===== src/rtl/burst_write_sink_if.sv =====
// rtl/burst_write_sink_if.sv - request, beat and memory-write signal bundle for burst_write_sink
//
// Purpose: groups the three handshake/bus groups seen by burst_write_sink.
//   req_*   : burst request (start address, length minus one) with valid/ready
//   in_*    : data beat stream with valid/ready
//   mem_*   : single-word memory write port (mem_busy back-pressures new beats)
// Modports:
//   master : controller/memory side (drives requests, beats and mem_busy)
//   slave  : burst_write_sink side

interface burst_write_sink_if #(
    parameter int ADDR_WIDTH    = 8,
    parameter int DATA_WIDTH    = 8,
    parameter int COUNTER_WIDTH = 4
);
    logic                     req_valid;
    logic                     req_ready;
    logic [ADDR_WIDTH-1:0]    req_addr;
    logic [COUNTER_WIDTH-1:0] req_burst_len;

    logic                     in_valid;
    logic                     in_ready;
    logic [DATA_WIDTH-1:0]    in_data;

    logic                     mem_busy;
    logic                     mem_we;
    logic [ADDR_WIDTH-1:0]    mem_addr;
    logic [DATA_WIDTH-1:0]    mem_wdata;

    modport master (
        output req_valid, req_addr, req_burst_len,
        output in_valid, in_data,
        output mem_busy,
        input  req_ready, in_ready,
        input  mem_we, mem_addr, mem_wdata
    );

    modport slave (
        input  req_valid, req_addr, req_burst_len,
        input  in_valid, in_data,
        input  mem_busy,
        output req_ready, in_ready,
        output mem_we, mem_addr, mem_wdata
    );
endinterface


===== src/rtl/burst_write_sink.sv =====
// rtl/burst_write_sink.sv - burst responder turning a stream of beats into single-word memory writes
//
// Purpose: accepts one burst request (start address + length-1), then accepts
// exactly length+1 data beats, issuing one registered memory write per beat at
// an auto-incrementing (wrapping) address, and pulses done at completion.
// Ports:
//   clk        : clock, rising edge
//   rst        : asynchronous active-low reset
//   bus        : burst_write_sink_if.slave (request, beat stream, memory write port)
//   beat_count : beats accepted in the current/last burst
//   busy       : burst in progress (ACTIVE or DONE)
//   done       : one-cycle completion pulse, coincides with the final write

module burst_write_sink #(
    parameter int ADDR_WIDTH    = 8,
    parameter int DATA_WIDTH    = 8,
    parameter int COUNTER_WIDTH = 4
) (
    input  logic                   clk,
    input  logic                   rst,
    burst_write_sink_if.slave      bus,
    output logic [COUNTER_WIDTH:0] beat_count,
    output logic                   busy,
    output logic                   done
);

    typedef enum logic [1:0] {
        ST_IDLE   = 2'd0,
        ST_ACTIVE = 2'd1,
        ST_DONE   = 2'd2
    } state_t;

    localparam logic [ADDR_WIDTH-1:0]  ADDR_ONE = ADDR_WIDTH'(1);
    localparam logic [COUNTER_WIDTH:0] CNT_ONE  = (COUNTER_WIDTH+1)'(1);

    state_t                   state;
    state_t                   state_next;

    logic [ADDR_WIDTH-1:0]    ptr;
    logic [COUNTER_WIDTH-1:0] len_q;
    logic [COUNTER_WIDTH:0]   count_q;
    logic                     ready_q;
    logic                     we_q;
    logic [ADDR_WIDTH-1:0]    addr_q;
    logic [DATA_WIDTH-1:0]    wdata_q;

    logic                     in_ready_c;
    logic                     req_fire;
    logic                     beat_fire;

    always_ff @(posedge clk or negedge rst) begin
        if (!rst) begin
            state <= ST_IDLE;
        end else begin
            state <= state_next;
        end
    end

    always_comb begin
        state_next = state;
        in_ready_c = 1'b0;
        req_fire   = 1'b0;
        beat_fire  = 1'b0;
        case (state)
            ST_IDLE: begin
                if (bus.req_valid && ready_q) begin
                    req_fire   = 1'b1;
                    state_next = ST_ACTIVE;
                end
            end
            ST_ACTIVE: begin
                in_ready_c = !bus.mem_busy;
                if (bus.in_valid && in_ready_c) begin
                    beat_fire = 1'b1;
                    // Extra counter bit keeps len = all-ones from wrapping.
                    if (count_q == {1'b0, len_q}) begin
                        state_next = ST_DONE;
                    end
                end
            end
            ST_DONE: begin
                state_next = ST_IDLE;
            end
            default: begin
                state_next = ST_IDLE;
            end
        endcase
    end

    // req_ready is registered so it stays low through the reset-release cycle
    // and rises only after the first clock edge spent in IDLE.
    always_ff @(posedge clk or negedge rst) begin
        if (!rst) begin
            ready_q <= 1'b0;
            we_q    <= 1'b0;
            addr_q  <= '0;
            wdata_q <= '0;
            ptr     <= '0;
            len_q   <= '0;
            count_q <= '0;
        end else begin
            ready_q <= (state_next == ST_IDLE);
            we_q    <= beat_fire;
            if (req_fire) begin
                ptr     <= bus.req_addr;
                len_q   <= bus.req_burst_len;
                count_q <= '0;
            end
            if (beat_fire) begin
                addr_q  <= ptr;
                wdata_q <= bus.in_data;
                ptr     <= ptr + ADDR_ONE;
                count_q <= count_q + CNT_ONE;
            end
        end
    end

    assign bus.req_ready = ready_q;
    assign bus.in_ready  = in_ready_c;
    assign bus.mem_we    = we_q;
    assign bus.mem_addr  = addr_q;
    assign bus.mem_wdata = wdata_q;
    assign beat_count    = count_q;
    assign busy          = (state != ST_IDLE);
    assign done          = (state == ST_DONE);

endmodule

===== src/flat_wrapper.sv =====
// flat-port wrapper written by rule: the top's interface ports become plain ports
module burst_write_sink_flat 
#(
    parameter int ADDR_WIDTH    = 8,
    parameter int DATA_WIDTH    = 8,
    parameter int COUNTER_WIDTH = 4
)
  (clk, rst, beat_count, busy, done, bus_req_valid, bus_req_addr, bus_req_burst_len, bus_in_valid, bus_in_data, bus_mem_busy, bus_req_ready, bus_in_ready, bus_mem_we, bus_mem_addr, bus_mem_wdata);
  burst_write_sink_if #(.ADDR_WIDTH(ADDR_WIDTH), .DATA_WIDTH(DATA_WIDTH), .COUNTER_WIDTH(COUNTER_WIDTH)) bus_i ();
  input  logic clk;
  input  logic rst;
  output logic [COUNTER_WIDTH:0] beat_count;
  output logic busy;
  output logic done;
  input wire logic [$bits(bus_i.req_valid)-1:0] bus_req_valid;
  input wire logic [$bits(bus_i.req_addr)-1:0] bus_req_addr;
  input wire logic [$bits(bus_i.req_burst_len)-1:0] bus_req_burst_len;
  input wire logic [$bits(bus_i.in_valid)-1:0] bus_in_valid;
  input wire logic [$bits(bus_i.in_data)-1:0] bus_in_data;
  input wire logic [$bits(bus_i.mem_busy)-1:0] bus_mem_busy;
  output wire logic [$bits(bus_i.req_ready)-1:0] bus_req_ready;
  output wire logic [$bits(bus_i.in_ready)-1:0] bus_in_ready;
  output wire logic [$bits(bus_i.mem_we)-1:0] bus_mem_we;
  output wire logic [$bits(bus_i.mem_addr)-1:0] bus_mem_addr;
  output wire logic [$bits(bus_i.mem_wdata)-1:0] bus_mem_wdata;
  assign bus_i.req_valid = bus_req_valid;
  assign bus_i.req_addr = bus_req_addr;
  assign bus_i.req_burst_len = bus_req_burst_len;
  assign bus_i.in_valid = bus_in_valid;
  assign bus_i.in_data = bus_in_data;
  assign bus_i.mem_busy = bus_mem_busy;
  assign bus_req_ready = bus_i.req_ready;
  assign bus_in_ready = bus_i.in_ready;
  assign bus_mem_we = bus_i.mem_we;
  assign bus_mem_addr = bus_i.mem_addr;
  assign bus_mem_wdata = bus_i.mem_wdata;
  burst_write_sink #(.ADDR_WIDTH(ADDR_WIDTH), .DATA_WIDTH(DATA_WIDTH), .COUNTER_WIDTH(COUNTER_WIDTH)) u_core (.clk(clk), .rst(rst), .bus(bus_i), .beat_count(beat_count), .busy(busy), .done(done));
endmodule

===== config.mk =====
export PLATFORM = sky130hd
export DESIGN_NAME = burst_write_sink_flat
export DESIGN_NICKNAME = d
export VERILOG_FILES = /design/src/rtl/burst_write_sink_if.sv /design/src/rtl/burst_write_sink.sv /design/src/flat_wrapper.sv
export SDC_FILE = /design/constraint.sdc
export NUM_CORES = 1
export LEC_CHECK = 0
export ABC_CLOCK_PERIOD_IN_PS = 1300
export CAP_MARGIN = 20
export CORE_UTILIZATION = 42
export DETAILED_ROUTE_END_ITERATION = 6
export PLACE_DENSITY = 0.77
export SKIP_CTS_REPAIR_TIMING = 1
export SLEW_MARGIN = 40
export SYNTH_ARGS = -nofsm -noshare
export SYNTH_HDL_FRONTEND = slang
export SYNTH_SLANG_ARGS = --single-unit
export TNS_END_PERCENT = 30

===== constraint.sdc =====
create_clock -name clk -period 1.3 [get_ports clk]
set_input_delay 0.26 -clock clk [delete_from_list [all_inputs] [get_ports clk]]
set_output_delay 0.26 -clock clk [all_outputs]
set_load 0.005 [all_outputs]

==> flow_summary_export.csv, run 1 <==
group,metric,value,unit
clocking,cts_tree,"yes",
pwr,peakVddDrop,0.000938,V
yosys,synth_cells,175,
yosys,synthArstFlopShare,100,%
sta,drv_slew,0,
clocking,cts_htree_levels,2,
clocking,cts.clk_slew.worst_paths,0.07,ns
sta,min_period,1.47,ns
yosys,synth-adder-area-share,1.45,%
floorplan,io_pins,51,
yosys,synth_top_family_by_area,"simple AND/OR/NAND/NOR gates",
floorplan,die_h,66.1,um
pwr,swShare,35.4,%
detailed_routing,drc,0,
clocking,clock-sinks,37,
placed_design,port_buffers,50,
floorplan,core,3800,um^2
cells_and_area,fin_nets,283,
floorplan,die_area,4370,um^2
yosys,syn-cell-area,1730,um^2
cells_and_area,fill_cells,285,
cells_and_area,diodes,0,
hold_path,hold_path_class,"in -> async",
cells_and_area,drive_gt1_share,25.3,%
yosys,ys_seq_area_share,53.7,%
floorplan,die_w,66.1,um
global_routing,grt_pass1_vias,1359,
detailed_routing,first_pass_iters,4,
critical_path,cp_num_buf_inv,2,
yosys,ys_seq_elements,37,
sta,max_slew_margin,77.4,%
yosys,avgSynthCellArea,9.86,um^2
critical_path,worstSetupEndpointType,"primary output",
sta,setup_ws,-0.173,ns
sta,worst_slew_pin_slew,0.337,ns
placed_design,dp_cells,280,
clocking,root_buffer,"clkbuf_8",
pwr,clkPwrFrac,14.5,%
yosys,synth_area_leader_cell,"dfrtp_1",
global_routing,grt_start_max_net_pins,38,
critical_path,r2r_end,"u_core.ptr[6]$_DFFE_PN0P_",
detailed_routing,drtIter0Drc,58,
pwr,p_leak,1.56,nW
pwr,switching_power,1.85,mW
critical_path,reg2reg_setup_slack,-0.14,ns
critical_path,cp_cell_sequence,"buf_4 > nor3b_2 > clkbuf_2",
floorplan,row_count,22,
pwr,power.share.combinational,45.5,%
global_routing,grt-ovfl-total,0,
sta,max_freq,0.679,GHz
yosys,synthSimpleGateAreaFrac,25.4,%
run,max_cap_violations,0,
detailed_routing,ant_nets,0,
critical_path,worst-path-max-fanout,6,
yosys,syn-num-nets,202,
critical_path,critPathKind,"reg -> out",
placed_design,preCtsSetupSlack,-0.464,ns
yosys,synth.area.mux_share,3.48,%
outcome,failed_checks,"negative setup slack",
cells_and_area,syn_to_final_growth,57.9,%
pwr,seqPwrFrac,40.1,%
yosys,synth_xor_area_share,2.03,%
global_routing,antenna_found_initial,0,
sta,fin_skew,0.00304,ns
yosys,synth_edf_count,0,
floorplan,start_util,45.4,%
sta,finalSetupViolCount,19,
critical_path,worstPathRequired,1.04,ns
clocking,cts_buffers,5,
critical_path,crit_family,"flip-flops",
critical_path,startpoint_type,"flop",
clocking,insertion_delay,0.29,ns
sta,fin_setup_tns,-1.38,ns
sta,finalCritPeriodShare,113,%
global_routing,grt_use_total,19.6,%
clocking,clock_path_buffers,2,
cells_and_area,final_cells,305,
global_routing,grt_pass1_wl,6.35,mm
placed_design,place.gp.congestion,0.913,
detailed_routing,routed-via-count,1564,
detailed_routing,wirelength,4.27,mm
critical_path,reg2regPathDepth,5,
yosys,ys_top_cells_by_area,"dfrtp_1, nand2_1, buf_6",
detailed_routing,via_per_inst,5.13,
yosys,synth_cell_type_count,35,
pwr,p_int,3.37,mW
yosys,yosys_most_used_dff,"dfrtp_1",
outcome,status,"finished with violations",
sta,whs,0.460,ns
yosys,yosysWarnings,0,
critical_path,slowest_stage,"dfrtp_2",
critical_path,critPathMaxStageDelay,0.44,ns
critical_path,arrival,1.21,ns
sta,rsz0062_at_grt,"true",
placed_design,dp_hpwl,2.71,mm
yosys,yosysTopAreaCellShare,53.7,%
detailed_routing,wl_per_cell,14.0,um
critical_path,r2r-start,"u_core.state[0]$_DFF_PN0_",
sta,hold_violations,0,
yosys,synth_compound_area_share,8.05,%
pwr,p_per_area,1910,nW/um^2
==> worst reg2reg max path, cell delays in order (launching register included) <==
cell and delay [ns]:
dfrtp_2 0.45, buf_4 0.15, and4bb_4 0.38, buf_4 0.16
nor3_1 0.05, nor3_1 0.18
==> how the worst max path moves through the flow <==
stage,cells past startpoint,slack (ns),to,start
CTS,2,-0.44,busy,u_core.state[0]$_DFF_PN0_
finish,3,-0.17,bus_in_ready,u_core.state[1]$_DFF_PN0_
floorplan,5,0.01,u_core.ptr[4]$_DFFE_PN0P_,u_core.state[1]$_DFF_PN0_
detailed placement,6,-0.46,u_core.ptr[4]$_DFFE_PN0P_,bus_mem_busy
global placement,6,-0.42,u_core.ptr[4]$_DFFE_PN0P_,bus_mem_busy
global route,3,-0.20,bus_in_ready,u_core.state[1]$_DFF_PN0_
==> cell type report <==
| class | instances | area, um^2 | area share [%] |
|---|---|---|---|
| Inverter | 5 | 26.3 | 0.964 |
| Tap cell | 48 | 60.1 | 2.20 |
| Clock buffer | 8 | 80.1 | 2.94 |
| Multi-Input combinational cell | 124 | 793 | 29.1 |
| Sequential cell | 37 | 931 | 34.2 |
| Timing Repair Buffer | 83 | 835 | 30.6 |
==> power by group through the flow <==
| stage | combinational [mW] | sequential, mW | clock (mW) |
|---|---|---|---|
| after floorplan | 1.01 | 2.04 | 0 |
| after global placement | 2.00 | 2.06 | 0 |
| after detailed placement | 2.06 | 2.09 | 0 |
| after CTS | 2.08 | 2.07 | 0.769 |
| after global routing | 2.61 | 2.17 | 0.812 |
| final | 2.37 | 2.09 | 0.754 |
==> kinds of logic after synthesis <==
| group | after synthesis |
|---|---|
| flip-flops | 37 |
| AND/OR/NAND/NOR | 95 |
| buffers and inverters | 14 |
| AO/OA/AOI/OAI | 18 |
| XOR/XNOR | 4 |
| adder cells (fa/ha/maj) | 2 |
| multiplexers | 5 |
==> sequential cells by signal, indices dropped and copies added (netlist names) <==
name / count
u_core.bus.mem_addr: 8
u_core.bus.req_ready: 1
u_core.beat_count: 5
u_core.bus.mem_wdata: 8
u_core.state: 2
u_core.ptr: 8
u_core.bus.mem_we: 1
u_core.len_q: 4
==> Yosys cell counts, drive strengths merged (3+ instances only) <==
library cell / count
a21oi: 3
nor3: 5
nand4: 3
nor2: 4
a311oi: 3
xor2: 4
o21ai: 4
mux2i: 3
nor4: 5
inv: 5
nand2: 64
buf: 9
nand3: 5
dfrtp: 37
==> cells in the final DEF (no fill, tap or decap), types with 2 or more instances in the layout <==
cell and instances:
nand2_1 64, dfrtp_1 33, buf_4 25, dlymetal6s2s_1 24
clkdlybuf4s50_1 22, nand3_1 5, clkbuf_8 5, buf_6 5
xor2_1 4, nor2_1 4, dfrtp_2 4, nor3_1 3
nand4_1 3, inv_1 3, o21ai_0 3, mux2i_1 3
clkbuf_1 3, clkbuf_2 3, nor3_2 2, nor4_1 2
a21oi_1 2, and3_1 2, a311oi_2 2, nor4_2 2
mux2_4 2, ha_1 2, buf_12 2
==> metrics by stage <==
step / total power, mW / instance area (um^2) / utilization [%]
3_5_place_dp: 4.15 / 2350 / 61.8
3_3_place_gp: 4.07 / 2350 / 61.8
4_1_cts: 4.91 / 2430 / 63.9
6_report: 5.22 / 2730 / 71.7
5_1_grt: 5.60 / 2730 / 71.7
2_1_floorplan: 3.05 / 1730 / -
==> per-layer routing <==
| metal | vias up | wire length (um) | share of wire (%) | track usage (%) |
|---|---|---|---|---|
| li1 | 759 | - | - | - |
| met1 | 732 | 1800 | 42 | 26.1 |
| met2 | 67 | 2120 | 50 | 30.6 |
| met3 | 6 | 299 | 7.0 | 5.34 |
| met4 | 0 | 57 | 1.3 | 7.18 |
| met5 | - | 0 | 0 | 0 |
Note: power is estimated with default switching activity, not from simulation.
==> run 2, diff against run 1 <==
--- a/config.mk
+++ b/config.mk
@@ -6,11 +6,13 @@
 export NUM_CORES = 1
 export LEC_CHECK = 0
 export ABC_CLOCK_PERIOD_IN_PS = 1300
-export CAP_MARGIN = 20
+export CAP_MARGIN = 40
+export CORE_ASPECT_RATIO = 1.5
 export CORE_UTILIZATION = 42
 export DETAILED_ROUTE_END_ITERATION = 6
 export PLACE_DENSITY = 0.77
 export SKIP_CTS_REPAIR_TIMING = 1
+export SKIP_LAST_GASP = 1
 export SLEW_MARGIN = 40
 export SYNTH_ARGS = -nofsm -noshare
 export SYNTH_HDL_FRONTEND = slang
==> run 2 against run 1 <==
The run still ends with negative setup slack left. Hold slack got worse by 0.015 ns. Via count increased by 0.26%. Setup slack worse by 0.029 ns. Fmax decreased by 1.9%. Total power grew 4.9%. Global-route usage increased by 0.67 points. Utilization shrank 0.76 points. Critical endpoint is now u_core.ptr[3]$_DFFE_PN0P_. Highest routed layer unchanged.
==> flow_summary_export.csv, run 2 (synthesis results as in run 1) <==
group,metric,value,unit
floorplan,start_util,44.0,%
pwr,power.share.combinational,47.0,%
sta,fin_setup_tns,-3.93,ns
cells_and_area,fin_nets,287,
cells_and_area,fin_area,2790,um^2
pwr,seqPwrFrac,38.6,%
cells_and_area,fill_cells,294,
floorplan,die_area,4370,um^2
sta,fin_skew,0.00500,ns
sta,max_freq,0.666,GHz
detailed_routing,drc,0,
clocking,cts_htree_levels,2,
sta,finalSetupViolCount,51,
cells_and_area,syn_to_final_growth,61.4,%
floorplan,core,3920,um^2
placed_design,port_buffers,50,
clocking,cts.clk_slew.worst_paths,0.07,ns
floorplan,die_h,80.5,um
critical_path,worstPathRequired,1.46,ns
cells_and_area,drive_gt1_share,28.4,%
clocking,clock-sinks,37,
sta,hold_violations,0,
detailed_routing,routed-via-count,1568,
cells_and_area,seq_area,930,um^2
detailed_routing,first_pass_iters,4,
sta,finalCritPeriodShare,116,%
critical_path,startpoint_type,"flop",
critical_path,cp_cell_sequence,"nand4bb_4 > clkbuf_16 > o211ai_1 > o311ai_1",
placed_design,dp_cells,279,
sta,min_period,1.50,ns
sta,setup_ws,-0.202,ns
critical_path,worstSetupEndpointType,"flop",
detailed_routing,drtIter0Drc,28,
pwr,clkPwrFrac,14.3,%
sta,rsz0062_at_grt,"true",
clocking,clock_path_buffers,2,
detailed_routing,via_per_inst,5.12,
hold_path,hold_path_class,"in -> async",
pwr,p_per_area,1960,nW/um^2
clocking,insertion_delay,0.29,ns
pwr,swShare,35.7,%
floorplan,row_count,28,
floorplan,io_pins,51,
clocking,cts_buffers,5,
outcome,status,"finished with violations",
outcome,failed_checks,"negative setup slack",
detailed_routing,ant_nets,0,
cells_and_area,final_common_cell,"nand2_1",
critical_path,crit_family,"flip-flops",
critical_path,slowest_stage,"dfrtp_1",
critical_path,worst-path-max-fanout,5,
cells_and_area,diodes,0,
placed_design,place_area,2360,um^2
global_routing,grt_use_total,20.3,%
run,max_cap_violations,0,
sta,drv_slew,0,
clocking,cts_tree,"yes",
detailed_routing,wl_per_cell,14.9,um
global_routing,grt-ovfl-total,0,
global_routing,grt_start_max_net_pins,38,
critical_path,arrival,1.66,ns
pwr,p_int,3.52,mW
critical_path,cp_num_buf_inv,1,
critical_path,critPathMaxStageDelay,0.44,ns
placed_design,preCtsSetupSlack,-0.556,ns
sta,worst_slew_pin_slew,0.294,ns
placed_design,place.gp.congestion,0.784,
global_routing,grt_pass1_wl,6.27,mm
global_routing,grt_pass1_vias,1391,
clocking,root_buffer,"clkbuf_8",
pwr,peakVddDrop,0.00137,V
pwr,switching_power,1.95,mW
placed_design,dp_hpwl,2.71,mm
cells_and_area,mostFrequentLayoutCells,"nand2_1, clkdlybuf4s50_1, dfrtp_1",
global_routing,antenna_found_initial,0,
pwr,p_leak,1.38,nW
floorplan,die_w,54.3,um
critical_path,critPathKind,"reg -> reg",
sta,max_slew_margin,80.3,%
cells_and_area,multi_input_area,823,um^2
detailed_routing,wirelength,4.55,mm
cells_and_area,final_cells,306,
run 2: cell count changes in the layout (fill, tap and decap cells not counted), sizes merged:
cell,previous run,this run
dlymetal6s2s,24,7
clkinv,0,3
clkdlybuf4s50,22,41
buf,33,37
inv,5,4
clkinvlp,0,1
clkbuf,11,6
run 2: layer usage:
metal	wire, um	GRT usage (%)	vias up	share of wire, %
met5	0	0	-	0
met2	2420	33.0	47	53
li1	-	-	766	-
met3	181	5.49	11	4.0
met1	1830	23.3	744	40
met4	126	10.8	0	2.8
run 2: cell type report:
class                           count  share of cell area (%)
Multi-Input combinational cell    124                    29.6
Sequential cell                    37                    33.4
Clock buffer                        5                    2.47
Clock inverter                      3                   0.629
Tap cell                           45                    2.02
Inverter                            5                   0.854
Timing Repair Buffer               87                    31.1
run 2: path summary, 6_finish.rpt:
check / from / end / slack, ns / depth (start not counted)
min in group clk: u_core.bus.mem_wdata[1]$_DFFE_PN0P_ / u_core.bus.mem_wdata[1]$_DFFE_PN0P_ / 0.48 / 2
max in group asynchronous: rst / u_core.state[0]$_DFF_PN0_ / 0.65 / 3
max: u_core.state[1]$_DFF_PN0_ / u_core.ptr[3]$_DFFE_PN0P_ / -0.20 / 4
min reg2reg: u_core.bus.mem_wdata[1]$_DFFE_PN0P_ / u_core.bus.mem_wdata[1]$_DFFE_PN0P_ / 0.48 / 2
min: rst / u_core.bus.mem_addr[0]$_DFFE_PN0P_ / 0.45 / 3
max reg2reg: u_core.state[1]$_DFF_PN0_ / u_core.ptr[3]$_DFFE_PN0P_ / -0.20 / 4
run 2: tightest hold or removal path, cell delays in order:
cell           delay [ns]
dlygate4sd3_1        0.51
buf_2                0.12
buf_12               0.21
run 2: stage by stage:
| step | utilization, % | hold slack [ns] | power (mW) |
|---|---|---|---|
| 6_report | 71.0 | 0.445 | 5.47 |
| 5_1_grt | 71.0 | 0.467 | 5.86 |
| 4_1_cts | 62.4 | -0.0779 | 4.98 |
| 3_5_place_dp | 60.2 | 0.242 | 4.18 |
| 3_3_place_gp | 60.2 | 0.238 | 4.11 |
| 2_1_floorplan | - | -0.0356 | 3.05 |
run 2: power groups by stage:
| stage | combinational, mW | sequential, mW | clock [mW] |
|---|---|---|---|
| detailed placement | 2.09 | 2.09 | 0 |
| floorplan | 1.01 | 2.04 | 0 |
| CTS | 2.10 | 2.07 | 0.807 |
| global route | 2.83 | 2.18 | 0.849 |
| finish | 2.57 | 2.11 | 0.784 |
| global placement | 2.04 | 2.07 | 0 |
